[src/rtl/mem_stage_pkg.sv]
// Shared types and constants for the MEM pipeline stage: bus widths, stall
// encoding, load opcode bits and the packed EX->MEM bus layout.
package mem_stage_pkg;

    localparam int EX_TO_MEM_WD = 147;
    localparam int MEM_TO_WB_WD = 136;
    localparam int MEM_TO_RF_WD = 38;
    localparam int STALL_BUS    = 6;

    localparam logic STOP    = 1'b1;
    localparam logic NO_STOP = 1'b0;

    localparam int STALL_MEM = 3;
    localparam int STALL_WB  = 4;

    localparam int MEM_LB  = 4;
    localparam int MEM_LBU = 3;
    localparam int MEM_LH  = 2;
    localparam int MEM_LHU = 1;
    localparam int MEM_LW  = 0;

    localparam logic [4:0] OP_LB  = 5'b1 << MEM_LB;
    localparam logic [4:0] OP_LBU = 5'b1 << MEM_LBU;
    localparam logic [4:0] OP_LH  = 5'b1 << MEM_LH;
    localparam logic [4:0] OP_LHU = 5'b1 << MEM_LHU;
    localparam logic [4:0] OP_LW  = 5'b1 << MEM_LW;

    typedef struct packed {
        logic        hi_we;
        logic        lo_we;
        logic [31:0] hi;
        logic [31:0] lo;
    } hilo_t;

    typedef struct packed {
        hilo_t       hilo;
        logic [4:0]  mem_op;
        logic [31:0] pc;
        logic        data_ram_en;
        logic [3:0]  data_ram_wen;
        logic        sel_rf_res;
        logic        rf_we;
        logic [4:0]  rf_waddr;
        logic [31:0] ex_result;
    } ex_to_mem_t;

    function automatic logic [31:0] sext8(input logic [7:0] b);
        return {{24{b[7]}}, b};
    endfunction

    function automatic logic [31:0] sext16(input logic [15:0] h);
        return {{16{h[15]}}, h};
    endfunction

endpackage

[src/rtl/mem_stage_load_align.sv]
// Combinational load-data alignment: picks the addressed byte/halfword out of
// the little-endian SRAM word and sign- or zero-extends it.
module load_align
    import mem_stage_pkg::*;
(
    input  logic [4:0]  mem_op,
    input  logic [1:0]  off,
    input  logic [31:0] raw,
    output logic [31:0] load_data
);

    logic [7:0]  byte_s;
    logic [15:0] half_s;

    // Lane select and extension; halfwords look only at off[1].
    always_comb begin
        byte_s    = 8'h00;
        half_s    = 16'h0000;
        load_data = 32'h0000_0000;
        case (off)
            2'd0:    byte_s = raw[7:0];
            2'd1:    byte_s = raw[15:8];
            2'd2:    byte_s = raw[23:16];
            2'd3:    byte_s = raw[31:24];
            default: byte_s = 8'h00;
        endcase
        if (off[1]) begin
            half_s = raw[31:16];
        end else begin
            half_s = raw[15:0];
        end
        case (mem_op)
            OP_LB:   load_data = sext8(byte_s);
            OP_LBU:  load_data = {24'h000000, byte_s};
            OP_LH:   load_data = sext16(half_s);
            OP_LHU:  load_data = {16'h0000, half_s};
            OP_LW:   load_data = raw;
            default: load_data = 32'h0000_0000;
        endcase
    end

endmodule

[src/rtl/mem_stage.sv]
// MEM pipeline stage: registers the EX->MEM bus, aligns load data (with a
// one-entry hold so stalled loads keep their first-cycle SRAM data) and
// builds the WB, register-file forwarding and HI/LO forwarding buses.
module mem_stage
    import mem_stage_pkg::*;
(
    input  logic                    clk,
    input  logic                    rst,
    input  logic [STALL_BUS-1:0]    stall,
    input  logic [EX_TO_MEM_WD-1:0] ex_to_mem_bus,
    input  logic [31:0]             data_sram_rdata,
    output logic [MEM_TO_WB_WD-1:0] mem_to_wb_bus,
    output logic [MEM_TO_RF_WD-1:0] mem_to_rf_bus,
    output logic [65:0]             mem_to_ex_hilo
);

    ex_to_mem_t  bus_q, bus_d;
    logic        first_q, first_d;
    logic        hold_v_q, hold_v_d;
    logic [31:0] rdata_hold_q, rdata_hold_d;

    logic [31:0] raw_s;
    logic [31:0] load_data_s;
    logic        is_load_s;
    logic [31:0] rf_wdata_s;
    logic        unused_s;

    // Next-state: bubble, load, or hold; the first stalled cycle captures SRAM data.
    always_comb begin
        bus_d        = bus_q;
        first_d      = 1'b0;
        hold_v_d     = hold_v_q;
        rdata_hold_d = rdata_hold_q;
        if (stall[STALL_MEM] == STOP && stall[STALL_WB] == NO_STOP) begin
            bus_d    = '0;
            first_d  = 1'b1;
            hold_v_d = 1'b0;
        end else if (stall[STALL_MEM] == NO_STOP) begin
            bus_d    = ex_to_mem_t'(ex_to_mem_bus);
            first_d  = 1'b1;
            hold_v_d = 1'b0;
        end else begin
            if (first_q) begin
                rdata_hold_d = data_sram_rdata;
                hold_v_d     = 1'b1;
            end else begin
                rdata_hold_d = rdata_hold_q;
            end
        end
    end

    // State registers with synchronous reset.
    always_ff @(posedge clk) begin
        if (rst) begin
            bus_q        <= '0;
            first_q      <= 1'b0;
            hold_v_q     <= 1'b0;
            rdata_hold_q <= 32'h0000_0000;
        end else begin
            bus_q        <= bus_d;
            first_q      <= first_d;
            hold_v_q     <= hold_v_d;
            rdata_hold_q <= rdata_hold_d;
        end
    end

    // Later stalled cycles must not see SRAM data for whatever address EX now drives.
    always_comb begin
        if (hold_v_q) begin
            raw_s = rdata_hold_q;
        end else begin
            raw_s = data_sram_rdata;
        end
    end

    load_align u_load_align (
        .mem_op    (bus_q.mem_op),
        .off       (bus_q.ex_result[1:0]),
        .raw       (raw_s),
        .load_data (load_data_s)
    );

    // Write-back value select.
    always_comb begin
        is_load_s = |bus_q.mem_op;
        if (bus_q.sel_rf_res && is_load_s) begin
            rf_wdata_s = load_data_s;
        end else begin
            rf_wdata_s = bus_q.ex_result;
        end
    end

    assign mem_to_rf_bus  = {bus_q.rf_we, bus_q.rf_waddr, rf_wdata_s};
    assign mem_to_wb_bus  = {bus_q.hilo, bus_q.pc, bus_q.rf_we, bus_q.rf_waddr, rf_wdata_s};
    assign mem_to_ex_hilo = bus_q.hilo;

    // Store controls belong to EX's SRAM request; upstream stall bits are not ours.
    assign unused_s = ^{bus_q.data_ram_en, bus_q.data_ram_wen,
                        stall[5], stall[2:0]};

endmodule

[config.mk]
export PLATFORM = sky130hd
export DESIGN_NAME = mem_stage
export DESIGN_NICKNAME = d
export VERILOG_FILES = /design/src/rtl/mem_stage_pkg.sv /design/src/rtl/mem_stage_load_align.sv /design/src/rtl/mem_stage.sv
export SDC_FILE = /design/constraint.sdc
export NUM_CORES = 1
export LEC_CHECK = 0
export CORE_AREA = 2 2 165 167
export DETAILED_ROUTE_END_ITERATION = 16
export DIE_AREA = 0 0 167 169
export MAX_ROUTING_LAYER = met4
export PLACE_DENSITY = 0.69
export SYNTH_ARGS = -nofsm -noshare
export SYNTH_HDL_FRONTEND = slang
export SYNTH_SLANG_ARGS = --single-unit
[constraint.sdc]
create_clock -name clk -period 2.72 [get_ports clk]
set_clock_uncertainty 0.15 [all_clocks]
set_input_delay 0.544 -clock clk [delete_from_list [all_inputs] [get_ports clk]]
set_output_delay 0.544 -clock clk [all_outputs]
set_load 0.02 [all_outputs]
==> flow_metrics.py, run 1 <==
metrics = {
    "worst_setup_path": {
        "crit_fanout": 8,
        "r2r-start": "first_q",
        "critPathTopFamily": "buffers and inverters",
        "cp.depth": 8,
        "slowest_delay_ns": 0.52,
        "crit_path_end_kind": "output pin",
        "critPathKind": "input port to output pin",
        "crit_top_cell": "buf_6",
        "cp_num_buf_inv": 4,
        "start_kind": "input port",
        "critPathArrivalTime_ns": 2.25,
        "path_cells": "clkdlybuf4s15_1, mux4_2, nor3b_4, o21ai_4, buf_6, buf_12, nand2_4, buf_6",
        "crit_slowest_cell": "mux4_2",
        "ff2ff_path_depth": 4,
        "r2r-end": "rdata_hold_q[8]",
        "crit_required_ns": 2.03,
        "regToRegSetupSlack_ns": 1.37,
    },
    "synthesis": {
        "synth_ff_type": "dfxtp_1",
        "synth.ff_latch_count": 176,
        "synth.distinct_cells": 37,
        "yosys_warnings": 0,
        "synth_top_area_frac": 0.385,
        "synth-edff-count": 0,
        "syn_area_um2": 9160,
        "synth_top_area_cell": "dfxtp_1",
        "yosysMostFrequentCell": "buf_4",
        "ys_seq_area_frac": 0.385,
        "netlist_instances": 1010,
        "yosys-top-cells-count": "buf_4, dfxtp_1, nor2_1",
        "syn_avg_cell_area_um2": 9.07,
        "async_flop_share": 0,
        "synth_fp_nets": 1197,
        "ys_top_cells_by_area": "dfxtp_1, buf_4, mux2i_1, nor2_1, nand2_1",
    },
    "worst_hold_path": {
        "hold_class": "register to register",
        "hold_depth": 2,
        "hold-path-endpoint": "rdata_hold_q[21]",
        "min_from": "rdata_hold_q[21]",
    },
    "route": {
        "drtIter0Drc": 414,
        "route.antenna.remaining_nets": 0,
        "drt-total-wl_um": 27500,
        "avgViaCountPerCell": 4.69,
        "drc": 0,
        "post_drt_wl_per_cell_um": 16.9,
        "dr.pass1.iters": 5,
        "vias": 7601,
    },
    "sta": {
        "min_period_over_period": 1.08,
        "setup_viol": 64,
        "finalHoldViolations": 0,
        "relSlewSlack": 0.461,
        "finalCriticalPeriod_ns": 2.94,
        "slew_violations": 0,
        "setup_ws_ns": -0.220,
        "rsz0062_at_grt": "yes",
        "timing_worst_slew_pin_value_ns": 0.808,
        "fmax_ghz": 0.340,
        "holdWs_ns": 0.303,
    },
    "power_and_ir_drop": {
        "p_leak_nw": 5.72,
        "p_total_mw": 6.94,
        "ir_drop_v": 0.000383,
        "p_per_area_nw_per_um2": 496,
    },
    "placement": {
        "port_buffers": 417,
        "post-dp-hpwl_um": 19900,
        "gp_congestion": 0.863,
        "dpl_cell_area_um2": 12500,
        "dp_slack_ns": -0.834,
    },
    "finish": {
        "multi_input_area_um2": 4380,
        "finalInstanceArea_um2": 14000,
        "drive_above_1_share": 0.242,
        "regArea_um2": 3550,
        "area_delta_synth_final_pct": 52.8,
        "nFillCells": 2382,
        "final_nets": 1449,
    },
    "global_routing": {
        "antenna_found_initial": 6,
        "grt.total_usage": 0.190,
        "grt-ovfl-total": 0,
        "grt_max_degree": 74,
        "grt_pass1_vias": 7494,
        "grt_pass1_wl_um": 41300,
    },
    "floorplanning": {
        "io-pin-count": 427,
        "design.die.area_um2": 28200,
        "dieWidth_um": 167,
        "fp-row-count": 60,
        "initial_utilization": 0.346,
        "chipHeight_um": 169,
        "core_area_um2": 26500,
    },
    "cts": {
        "cts_tree": "done",
        "clk_latency_ns": 0.41,
        "cts_buffers": 17,
        "htreeDepth": 4,
        "clock_sinks": 176,
        "clk_pin_slew_ns": 0.07,
        "cts_root_buf": "clkbuf_16",
        "clock_path_buffers": 2,
    },
    "flow_run": {
        "drv_cap": 0,
    },
    "run_status": {
        "violations": "setup timing",
        "status": "complete, but fails checks",
    },
}
[per-layer routing]
layer | up-vias | track usage | part of all wire
met5 | - | - | 0
met4 | 0 | 0.0506 | 0.013
met3 | 24 | 0.0482 | 0.063
met2 | 264 | 0.319 | 0.51
met1 | 3627 | 0.227 | 0.42
li1 | 3686 | - | -
[metrics by stage]
stage	utilization	TNS (ns)	instances
floorplan	-	0	1010
global placement	0.473	-42.49	1565
detailed placement	0.473	-45.03	1565
CTS	0.513	-8.35	1608
global route	0.528	-13.25	1622
finish	0.528	-9.71	1622
[area by class of cell]
class | instances | area share
tap | 341 | 0.0305
multi-input combinational | 559 | 0.313
clock buffer | 20 | 0.0319
sequential | 176 | 0.254
timing repair buffer | 504 | 0.358
clock inverter | 12 | 0.0106
inverter | 4 | 0.00107
antenna | 6 | 0.00107
[worst min-delay path: cells and delay by family (launching register included)]
kind / cells / cell delay [ns]
simple gates: 1 / 0.05
compound gates: 1 / 0.05
flops: 1 / 0.31
[worst max path at each step]
| stage | start | slack [ns] | to |
|---|---|---|---|
| floorplan | bus_q[80] | 0.07 | mem_to_wb_bus[6] |
| global placement | data_sram_rdata[23] | -0.79 | mem_to_rf_bus[16] |
| detailed placement | data_sram_rdata[23] | -0.83 | mem_to_wb_bus[29] |
| CTS | bus_q[1] | -0.17 | mem_to_wb_bus[29] |
| global route | hold_v_q | -0.27 | mem_to_wb_bus[30] |
| finish | data_sram_rdata[23] | -0.22 | mem_to_wb_bus[30] |
[cell usage in the layout, fill, tap and decap left out, types with 5 or more instances in the layout]
| cell | instances |
|---|---|
| nand2_4 | 21 |
| nor2_1 | 154 |
| mux4_2 | 10 |
| buf_6 | 63 |
| a21oi_1 | 34 |
| a22oi_2 | 20 |
| buf_4 | 76 |
| a22oi_1 | 10 |
| dfxtp_1 | 168 |
| a31oi_1 | 5 |
| a21oi_2 | 5 |
| nand2_1 | 68 |
| dfxtp_4 | 6 |
| o2bb2ai_4 | 5 |
| clkbuf_16 | 17 |
| mux2_2 | 22 |
| buf_12 | 9 |
| mux2i_1 | 151 |
| diode_2 | 6 |
| nand2_2 | 6 |
| clkdlybuf4s50_1 | 348 |
[sequential cells by signal, indices dropped and copies added, names as in the netlist]
signal	count
hold_v_q	1
mem_to_wb_bus	32
bus_q	38
mem_to_rf_bus	6
rdata_hold_q	32
mem_to_ex_hilo	66
first_q	1
[cells by family (layout without fill, tap and decap cells)]
logic type             after synthesis  after routing  synth area share
AO/OA/AOI/OAI                       98             98            0.0720
XOR/XNOR                             2              2           0.00191
buffers and inverters              275            540             0.203
flip-flops                         176            176             0.385
multiplexers                       185            185             0.219
other                                0              6                 0
AND/OR/NAND/NOR                    274            274             0.119
[where the power goes]
part,internal (mW),switching (mW)
logic,0.881,0.766
registers,2.69,0.0925
clock network,1.40,1.10
total,4.98,1.96
[timing repair]
item                                    CTS  global route
pin swaps                                22            19
endpoints found under the setup margin   64            64
resized for setup                       450            72
setup buffers                            11            10
gates cloned                              1             0
hold buffers                              0             0
No activity file was read; power rests on OpenSTA's default activity.
==> inputs of run 2 (changes only) <==
- GPL_ROUTABILITY_DRIVEN: not set -> 0
==> results of run 2 <==
No change in the layout: final DEF, timing and power equal those of run 1.
==> inputs of run 3 (changes only) <==
- HOLD_SLACK_MARGIN: not set -> 0.05
==> results of run 3 <==
No change in the layout: final DEF, timing and power equal those of run 1.
